--- src/rtl/timer_ctrl.sv ---
// timer_ctrl: MM:SS countdown sequencer. Owns the four BCD digit registers
// and the PAUSE/RUN/SET_MIN/SET_SEC/EXPIRED state machine; drives digits,
// blink enables and status flags straight to the seven-segment decoders.
// Optional feature macro: TIMER_CTRL_AUTORELOAD_EN (EXPIRED auto-reloads
// INIT after EXPIRE_TICKS ticks and resumes counting).
module timer_ctrl #(
  parameter int INIT_MIN     = 1,
  parameter int INIT_SEC     = 0,
  parameter int EXPIRE_TICKS = 3
) (
  input  logic       clk,
  input  logic       rst,
  input  logic       tick,
  input  logic       pause_p,
  input  logic       mode_p,
  input  logic       inc_p,
  output logic [3:0] m1,
  output logic [3:0] m0,
  output logic [3:0] s1,
  output logic [3:0] s0,
  output logic [3:0] blink,
  output logic       running,
  output logic       expired
);

  typedef enum logic [2:0] {PAUSE, RUN, SET_MIN, SET_SEC, EXPIRED} state_t;
  state_t state;

  localparam logic [3:0] IM1 = 4'(INIT_MIN / 10);
  localparam logic [3:0] IM0 = 4'(INIT_MIN % 10);
  localparam logic [3:0] IS1 = 4'(INIT_SEC / 10);
  localparam logic [3:0] IS0 = 4'(INIT_SEC % 10);

  // {blink, running, expired} as a pure function of the state being entered,
  // so the flags are registered on the same edge as the state itself.
  function automatic logic [5:0] flags(state_t s);
    case (s)
      RUN:     flags = 6'b0000_10;
      SET_MIN: flags = 6'b1100_00;
      SET_SEC: flags = 6'b0011_00;
      EXPIRED: flags = 6'b1111_01;
      default: flags = 6'b0000_00;
    endcase
  endfunction

  logic [3:0] dm1, dm0, ds1, ds0;   // digits after one BCD decrement
  logic [3:0] im1, im0, is1, is0;   // minutes / seconds after BCD increment
  logic       is_zero, dec_zero;

  // BCD decrement with borrow chain s0 -> s1 -> m0 -> m1
  always_comb begin
    dm1 = m1; dm0 = m0; ds1 = s1; ds0 = s0;
    if (s0 != 4'd0) ds0 = s0 - 4'd1;
    else begin
      ds0 = 4'd9;
      if (s1 != 4'd0) ds1 = s1 - 4'd1;
      else begin
        ds1 = 4'd5;
        if (m0 != 4'd0) dm0 = m0 - 4'd1;
        else begin
          dm0 = 4'd9;
          dm1 = m1 - 4'd1;
        end
      end
    end
    is_zero  = (m1 == 4'd0) && (m0 == 4'd0) && (s1 == 4'd0) && (s0 == 4'd0);
    dec_zero = (m1 == 4'd0) && (m0 == 4'd0) && (s1 == 4'd0) && (s0 == 4'd1);
  end

  // BCD increment of minutes and seconds, 59 wraps to 00
  always_comb begin
    im1 = m1; im0 = m0 + 4'd1;
    if (m0 == 4'd9) begin
      im0 = 4'd0;
      im1 = (m1 == 4'd5) ? 4'd0 : m1 + 4'd1;
    end
    is1 = s1; is0 = s0 + 4'd1;
    if (s0 == 4'd9) begin
      is0 = 4'd0;
      is1 = (s1 == 4'd5) ? 4'd0 : s1 + 4'd1;
    end
  end

`ifdef TIMER_CTRL_AUTORELOAD_EN
  localparam logic [3:0] EXP_LAST  = 4'(EXPIRE_TICKS - 1);
  localparam logic       INIT_ZERO = (INIT_MIN == 0) && (INIT_SEC == 0);
  logic [3:0] exp_cnt;
`endif

  // State machine: each state tests only the events it honours, in priority
  // order mode > pause > inc > tick, so lower events are simply dropped.
  always_ff @(posedge clk or posedge rst) begin
    if (rst) begin
      state <= PAUSE;
      {m1, m0, s1, s0} <= {IM1, IM0, IS1, IS0};
      {blink, running, expired} <= flags(PAUSE);
`ifdef TIMER_CTRL_AUTORELOAD_EN
      exp_cnt <= 4'd0;
`endif
    end else begin
      case (state)
        PAUSE: begin
          if (mode_p) begin
            state <= SET_MIN; {blink, running, expired} <= flags(SET_MIN);
          end else if (pause_p && !is_zero) begin
            state <= RUN; {blink, running, expired} <= flags(RUN);
          end
        end
        RUN: begin
          if (mode_p) begin
            state <= SET_MIN; {blink, running, expired} <= flags(SET_MIN);
          end else if (pause_p) begin
            state <= PAUSE; {blink, running, expired} <= flags(PAUSE);
          end else if (tick && !is_zero) begin
            {m1, m0, s1, s0} <= {dm1, dm0, ds1, ds0};
            if (dec_zero) begin
              state <= EXPIRED; {blink, running, expired} <= flags(EXPIRED);
            end
          end
        end
        SET_MIN: begin
          if (mode_p) begin
            state <= SET_SEC; {blink, running, expired} <= flags(SET_SEC);
          end else if (inc_p) begin
            {m1, m0} <= {im1, im0};
          end
        end
        SET_SEC: begin
          if (mode_p) begin
            state <= PAUSE; {blink, running, expired} <= flags(PAUSE);
          end else if (inc_p) begin
            {s1, s0} <= {is1, is0};
          end
        end
        EXPIRED: begin
          if (mode_p) begin
            state <= SET_MIN; {blink, running, expired} <= flags(SET_MIN);
`ifdef TIMER_CTRL_AUTORELOAD_EN
            exp_cnt <= 4'd0;
`endif
          end else if (pause_p) begin
            state <= PAUSE; {blink, running, expired} <= flags(PAUSE);
            {m1, m0, s1, s0} <= {IM1, IM0, IS1, IS0};
`ifdef TIMER_CTRL_AUTORELOAD_EN
            exp_cnt <= 4'd0;
          end else if (tick) begin
            if (exp_cnt == EXP_LAST) begin
              exp_cnt <= 4'd0;
              {m1, m0, s1, s0} <= {IM1, IM0, IS1, IS0};
              // A 00:00 reload would expire at once, so stay put instead.
              if (!INIT_ZERO) begin
                state <= RUN; {blink, running, expired} <= flags(RUN);
              end
            end else begin
              exp_cnt <= exp_cnt + 4'd1;
            end
`endif
          end
        end
        default: begin
          state <= PAUSE; {blink, running, expired} <= flags(PAUSE);
        end
      endcase
    end
  end

endmodule

--- config.mk ---
export PLATFORM = sky130hd
export DESIGN_NAME = timer_ctrl
export DESIGN_NICKNAME = d
export VERILOG_FILES = /design/src/rtl/timer_ctrl.sv
export SDC_FILE = /design/constraint.sdc
export NUM_CORES = 1
export LEC_CHECK = 0
export ABC_AREA = 0
export CORE_UTILIZATION = 41
export DETAILED_ROUTE_END_ITERATION = 6
export SYNTH_ARGS = -nofsm -noshare
export SYNTH_HDL_FRONTEND = slang
export SYNTH_SLANG_ARGS = --single-unit
--- constraint.sdc ---
create_clock -name clk -period 6.24 [get_ports clk]
set_input_delay 0.936 -clock clk [delete_from_list [all_inputs] [get_ports clk]]
set_output_delay 0.936 -clock clk [all_outputs]
set_load 0.01 [all_outputs]
== Word-level counts from Yosys, hierarchy flattened ==
Cells that the tools add are included.
Cells by class
  add/subtract/negate cells: 8
  eq/ne operators: 30
  mux-type cells: 81
  reductions and logical operators: 24
Operators with widths (count)
  4-bit 2-to-1 mux: 48
  4-bit case mux with 3 select lines: 4
  2-bit != test, second input constant: 16
  3-bit 2-to-1 mux: 10
  4-bit case mux with 5 select lines: 1
  10-bit AND reduction: 2
  4-bit by 1-bit adder with 4-bit output, second input constant: 4
  4-bit logical NOT: 4
  4-bit by 1-bit subtractor with 4-bit output, second input constant: 4
  1-bit 2-to-1 mux: 15
  3-bit case mux with 5 select lines: 1
  12-bit AND reduction: 1
  4-bit nonzero test: 3
  4-bit by 3-bit == test with 1-bit output, second input constant: 2
  4-bit == test, second input constant: 2
  4-bit != test, second input constant: 2
  1-bit case mux with 4 select lines: 2
  8-bit AND reduction: 1
  3-bit by 2-bit == test with 1-bit output, second input constant: 2
  1-bit logical AND: 6
  3-bit != test, second input constant: 2
  6-bit AND reduction: 1
  3-bit nonzero test: 2
  5-bit AND reduction: 1
  other kinds (7): 7
Word-level totals
  flip-flop bits (word level): 25

== Logic depth before layout (Yosys ltp) ==
Gate-level depths: netlist (run 1).
  depth after elaboration: 10
  mapped depth: 8

== Least setup slack after synthesis (run 1) ==
Ideal clock, no wire load.
  kind: reg-to-reg
  start point: reg s1[1]
  end point: reg running
  setup time: 0.128 ns
  arrival: 2.539 ns
  path slack: 3.573 ns
  stages on the path, launching flop included: 9
  buffers on the path: 1
  period minus slack after synthesis: 2.667 ns
  path through: dfrtp_1 > inv_1 > ha_1 > or3b_1 > buf_6 > or4_4 > a221oi_2 > o21ai_2 > mux2_1
On the way
  cells in the longest elaborated chain, start to end: 7
  elaborated cells between the ends (all ways): 11
  those cells by class: 3 x eq/ne; 8 x reduce/logical
Ends and longest elaborated chain
  from (decl): RTL line 19  | output logic [3:0] s1,
  from (signal assigned): RTL line 95  | {m1, m0, s1, s0} <= {IM1, IM0, IS1, IS0};
  from (signal assigned): RTL line 115  | {m1, m0, s1, s0} <= {dm1, dm0, ds1, ds0};
  from (signal assigned): RTL line 132  | {s1, s0} <= {is1, is0};
  4-bit logical NOT (*): RTL line 66, 67
  1-bit logical AND (*): RTL line 66, 67
  1-bit logical AND: RTL line 66  | is_zero = (m1 == 4'd0) && (m0 == 4'd0) && (s1 == 4'd0) && (s0 == 4'd0);
  1-bit logical NOT: RTL line 105, 114
  1-bit logical AND, on equally long branches: RTL line 114, 105
  4-bit != test (no line) / 3-bit != test (equally long branches)
  5-bit AND reduction (no line) (*)
  to (signal assigned): RTL line 96  | {blink, running, expired} <= flags(PAUSE);
  to (decl): RTL line 22  | output logic running,
Mark *: on every way between the ends. The rest lies on a longest branch, timed or not.
A chain may end at the register's enable or synchronous reset.

== Worst setup path after layout (run 1) ==
Same ends and word-level chain as after synthesis.

==> results.py, run 1 <==
metrics = {
    "outcome": {
        "status": "completed",
    },
    "setup_path": {
        "r2r-start": "s1[1]",
        "r2r-end": "running",
        "rrSetupSlack_ns": 3.33,
        "slowest_stage": "o41ai_2",
        "critPathMaxStageDelay_ns": 0.60,
        "start_kind": "flip-flop",
        "critPathMaxFanout": 9,
        "critPathRequiredTime_ns": 6.40,
        "crit_type": "flip-flop to flip-flop",
        "critPathTopFamily": "compound AO/OA/AOI/OAI gates",
        "cp-end-kind": "flip-flop",
        "r2r_cells": 7,
        "critPathArrivalTime_ns": 3.07,
        "critPathBufInv": 1,
        "cp_cell_sequence": "inv_1 -> ha_1 -> or3b_1 -> o41ai_2 -> nor2_1 -> o21ai_2 -> mux2_1",
    },
    "floorplanning": {
        "die_x_um": 70.7,
        "chipHeight_um": 70.7,
        "core_sq_um": 4440,
        "pin_count": 28,
        "fp.dieArea_sq_um": 5000,
        "row_count": 24,
        "initial_core_util_pct": 43.6,
    },
    "sta": {
        "max_clock_freq_ghz": 0.343,
        "finalMaxSlewViolations": 0,
        "finalSetupViolations": 0,
        "setup_slack_ns": 3.33,
        "fin_worst_skew_ns": 0.00125,
        "layout_worst_path_cycle_share_pct": 46.7,
        "tns_ns": 0,
        "rsz0062_at_grt": "false",
        "relSlewSlack_pct": 35.6,
        "hold_viol_final": 0,
        "layout_min_cycle_time_ns": 2.91,
        "tightest_slew_ns": 0.966,
    },
    "power": {
        "p_leak_nw": 0.945,
        "powerDensity_nw_per_um2": 510,
        "total_power_mw": 1.15,
        "vdd_drop_max_v": 0.000215,
    },
    "clock_tree": {
        "max-clock-path-buffers": 2,
        "cts_resized": 0,
        "cts.sinks": 23,
        "numCtsBuffers": 3,
        "postCtsSetupBuffers": 0,
        "htreeDepth": 1,
        "clk_pin_slew_ns": 0.09,
        "clockRootBuffer": "clkbuf_8",
        "postCtsHoldBufs": 0,
        "cts_tree": "done",
        "clock_latency_ns": 0.27,
    },
    "logic_synthesis": {
        "syn_avg_cell_area_sq_um": 8.84,
        "yosysWarnings": 0,
        "yosys-top-cells-area": "dfrtp_1, ha_1, a21oi_1",
        "synth-async-reset-ratio_pct": 100,
        "synth.largest_area_cell": "dfrtp_1",
        "syn_inst": 219,
        "synth-seq-cells": 23,
        "synth_top_area_share_pct": 28.4,
        "ys_seq_area_share_pct": 29.8,
        "syn_area_sq_um": 1940,
        "ys_types": 60,
        "synth_edf_count": 0,
        "synth_nets": 238,
        "synthFlopType": "dfrtp_1",
    },
    "global_route": {
        "antenna_found_initial": 0,
        "grt_overflow": 0,
        "grt.busiest_layer": "met2",
        "grt_max_degree": 24,
        "globalRouteTotalUtil_pct": 18.5,
        "grt_pass1_wl_mm": 7.49,
        "grt_pass1_vias": 1550,
        "grt_use_met2_pct": 28.4,
        "grt.met3_usage_pct": 2.28,
        "met1_usage_pct": 27.4,
    },
    "place": {
        "port_buffers": 27,
        "dp_hpwl_mm": 3.18,
        "place_congestion": 0.814,
        "pre_cts_slack_ns": 3.22,
    },
    "flow_run": {
        "maxCapViolCount": 0,
    },
    "route": {
        "drt_iter0_drc": 110,
        "dr.pass1.iters": 4,
        "drt-total-wl_mm": 4.49,
        "via_per_inst": 6.02,
        "wl_per_cell_um": 15.5,
        "drc": 0,
        "ant_nets": 0,
        "vias": 1739,
    },
    "finish": {
        "layout_common_cells": "clkdlybuf4s50_1, dfrtp_1, inv_1, a21oi_1, o21ai_0",
        "drive_gt1_share_pct": 8.02,
        "area_growth_pct": 16.4,
        "num-nets-final": 257,
        "antenna-diode-count": 0,
        "final_common_cell": "clkdlybuf4s50_1",
    },
    "worst_hold_path": {
        "hold_end": "expired",
        "min_from": "expired",
        "hold_class": "flip-flop to flip-flop",
        "whs_path_depth": 1,
    },
}
## stage by stage
stage,instance area [sq um],instances,hold slack [ns],utilization [%]
floorplan,1940,219,0.533,-
global placement,2210,285,0.477,49.7
detailed placement,2210,285,0.480,49.7
CTS,2250,289,0.506,50.7
global route,2250,289,0.538,50.7
finish,2250,289,0.499,50.7
## area by class of cell
class | instances | area [sq um]
Timing Repair Buffer | 27 | 270
Multi-Input combinational cell | 164 | 1220
Fill cell | 442 | 2190
Clock buffer | 4 | 45.0
Tap cell | 52 | 65.1
Sequential cell | 23 | 577
Inverter | 19 | 71.3
## cell families (layout without fill, tap and decap cells)
| logic type | count (synthesis) | count (layout) | synth area share, % |
|---|---|---|---|
| flops | 23 | 23 | 29.8 |
| compound gates | 76 | 76 | 28.8 |
| fa+ha+maj | 13 | 13 | 8.40 |
| mux | 10 | 10 | 6.14 |
| simple gates | 64 | 64 | 19.5 |
| buf+inv | 32 | 50 | 6.98 |
| xor+xnor | 1 | 1 | 0.453 |
## power breakdown
part | switching, mW | total [mW] | internal, mW
Clock | 0.0507 | 0.0964 | 0.0457
Combinational | 0.352 | 0.704 | 0.353
Sequential | 0.131 | 0.349 | 0.218
Total | 0.533 | 1.15 | 0.616
## Yosys cell counts (2+ instances only)
cell / instances
a21oi_1: 15
a22oi_1: 2
a31oi_1: 3
a41o_1: 2
a41oi_1: 2
and2_1: 2
buf_1: 3
buf_4: 2
clkbuf_1: 7
dfrtp_1: 22
ha_1: 13
inv_1: 19
mux2_2: 2
mux2_4: 3
mux2i_1: 4
nand2_1: 9
nand2b_1: 7
nand3_1: 6
nand3b_1: 5
nor2_1: 11
nor3_1: 3
nor3b_1: 4
nor4_1: 2
o21ai_0: 14
o22a_1: 4
o22ai_1: 5
o31a_1: 3
o31ai_1: 6
o32ai_1: 2
o41ai_1: 2
or3b_1: 4
or3b_2: 3
## how the worst max path moves through the flow
| stage | startpoint | slack [ns] | depth (start not counted) | end |
|---|---|---|---|---|
| floorplan | s1[1] | 3.57 | 8 | running |
| global placement | pause_p | 3.25 | 5 | m1[3] |
| detailed placement | pause_p | 3.22 | 5 | m1[3] |
| CTS | s1[1] | 3.35 | 7 | running |
| global route | s1[0] | 3.20 | 7 | running |
| finish | s1[1] | 3.33 | 7 | running |
## per-layer routing
layer / vias to the layer above / share of wire, %
met3: 6 / 3.1
met5: - / 0
li1: 854 / -
met1: 842 / 49
met4: 0 / 1.0
met2: 37 / 47
## state kept, by name, summed over array words and instances (netlist names)
name     cells
m1           4
blink        2
state        3
s0           4
running      1
s1           4
expired      1
m0           4
No activity file was read; power rests on OpenSTA's default activity.
==> inputs of run 2 (changes only) <==
Clock period 6.24 ns to 2.7 ns, I/O delays scaled along.
==> run 2 against run 1 <==
Sequential power is 79% higher; critical path depth did not move; maximum frequency up 12%; total power grew to 2.6 times the previous value; utilization grew 6.0 points; via count up 6.0%; first-iteration DRC count grew 11%; die area stayed put; largest power group unchanged.
==> results.py, run 2 (same netlist as run 1, synthesis figures left out) <==
metrics = {
    "setup_path": {
        "cp-end-kind": "flip-flop",
        "critPathRequiredTime_ns": 2.86,
        "critPathMaxStageDelay_ns": 0.56,
        "slowest_stage": "or4_4",
        "critPathMaxFanout": 6,
        "cp_cell_sequence": "inv_1 -> ha_2 -> or3b_4 -> or4_4 -> a221oi_4 -> o21ai_4 -> mux2_1",
        "critPathArrivalTime_ns": 2.76,
        "critPathBufInv": 1,
        "crit_type": "flip-flop to flip-flop",
        "critPathTopFamily": "simple AND/OR/NAND/NOR gates",
        "start_kind": "flip-flop",
    },
    "floorplanning": {
        "chipHeight_um": 70.7,
        "row_count": 24,
        "initial_core_util_pct": 43.6,
        "die_x_um": 70.7,
        "pin_count": 28,
        "core_sq_um": 4440,
        "fp.dieArea_sq_um": 5000,
    },
    "sta": {
        "finalSetupViolations": 0,
        "rsz0062_at_grt": "false",
        "hold_viol_final": 0,
        "tightest_slew_ns": 0.564,
        "setup_slack_ns": 0.0908,
        "finalMaxSlewViolations": 0,
        "layout_worst_path_cycle_share_pct": 96.6,
        "tns_ns": 0,
        "relSlewSlack_pct": 62.0,
        "fin_worst_skew_ns": 0.0110,
        "max_clock_freq_ghz": 0.383,
        "layout_min_cycle_time_ns": 2.61,
    },
    "route": {
        "drc": 0,
        "vias": 1843,
        "dr.pass1.iters": 4,
        "wl_per_cell_um": 15.5,
        "via_per_inst": 5.78,
        "drt-total-wl_mm": 4.93,
        "drt_iter0_drc": 122,
        "ant_nets": 0,
    },
    "power": {
        "total_power_mw": 2.98,
        "p_leak_nw": 1.10,
        "vdd_drop_max_v": 0.000499,
        "powerDensity_nw_per_um2": 1180,
    },
    "place": {
        "pre_cts_slack_ns": 0.0250,
        "port_buffers": 27,
        "dp_hpwl_mm": 3.64,
        "place_congestion": 0.812,
        "placed_area_sq_um": 2430,
    },
    "clock_tree": {
        "clockRootBuffer": "clkbuf_8",
        "cts_resized": 0,
        "htreeDepth": 1,
        "cts.sinks": 23,
        "postCtsHoldBufs": 0,
        "cts_tree": "done",
        "clock_latency_ns": 0.28,
        "postCtsSetupBuffers": 0,
        "numCtsBuffers": 3,
        "max-clock-path-buffers": 2,
        "clk_pin_slew_ns": 0.10,
    },
    "finish": {
        "num-nets-final": 287,
        "antenna-diode-count": 0,
        "drive_gt1_share_pct": 20.2,
        "area_growth_pct": 30.1,
        "layout_common_cells": "buf_4, clkdlybuf4s50_1, dfrtp_1, inv_1, a21oi_1",
        "final_common_cell": "buf_4",
        "finalInstanceArea_sq_um": 2520,
    },
    "global_route": {
        "grt_pass1_wl_mm": 8.43,
        "antenna_found_initial": 0,
        "globalRouteTotalUtil_pct": 21.0,
        "grt_overflow": 0,
        "grt_pass1_vias": 1743,
        "grt_max_degree": 24,
    },
    "worst_hold_path": {
        "hold_class": "primary input to asynchronous set/reset pin",
    },
    "outcome": {
        "status": "completed",
    },
    "flow_run": {
        "maxCapViolCount": 0,
    },
}
[run 2: changes by cell type in the layout (fill, tap and decap cells not counted), sizes merged]
cell  before  now
buf        0   30
[run 2: worst min-delay path, delay by kind of cell]
| family | cells | cell delay [ns] |
|---|---|---|
| buffers and inverters | 3 | 0.74 |
[run 2: stage by stage]
| step | utilization (%) | instances | hold slack, ns |
|---|---|---|---|
| CTS | 55.7 | 319 | 0.480 |
| global route | 56.7 | 319 | 0.508 |
| detailed placement | 54.7 | 315 | 0.480 |
| floorplan | - | 219 | 0.406 |
| finish | 56.7 | 319 | 0.458 |
| global placement | 54.7 | 315 | 0.478 |
[run 2: per-layer routing]
layer | part of all wire (%) | global-route usage [%] | up-vias
met3 | 5.2 | 2.14 | 6
li1 | - | - | 913
met2 | 47 | 34.7 | 63
met5 | 0 | 0 | -
met4 | 1.2 | 5.56 | 0
met1 | 47 | 29.4 | 861
[run 2: power breakdown]
group | switching [mW] | internal [mW] | total, mW
clock network | 0.127 | 0.106 | 0.233
registers | 0.120 | 0.503 | 0.623
logic | 1.07 | 1.05 | 2.12
[run 2: layout make-up]
type	instances	area [sq um]
Clock buffer	4	45.0
Fill cell	406	1930
Inverter	19	71.3
Multi-Input combinational cell	164	1260
Sequential cell	23	577
Tap cell	52	65.1
Timing Repair Buffer	57	495
[run 2: worst paths after layout]
kind                       endpoint  slack, ns  cells after the start     from
setup / recovery            running       0.09                      7    s1[1]
hold / removal                m0[1]       0.46                      3      rst
setup reg to reg            running       0.09                      7    s1[1]
hold reg to reg             expired       0.50                      1  expired
max in group asynchronous     m0[0]       1.96                      3      rst
min in group clk            expired       0.50                      1  expired
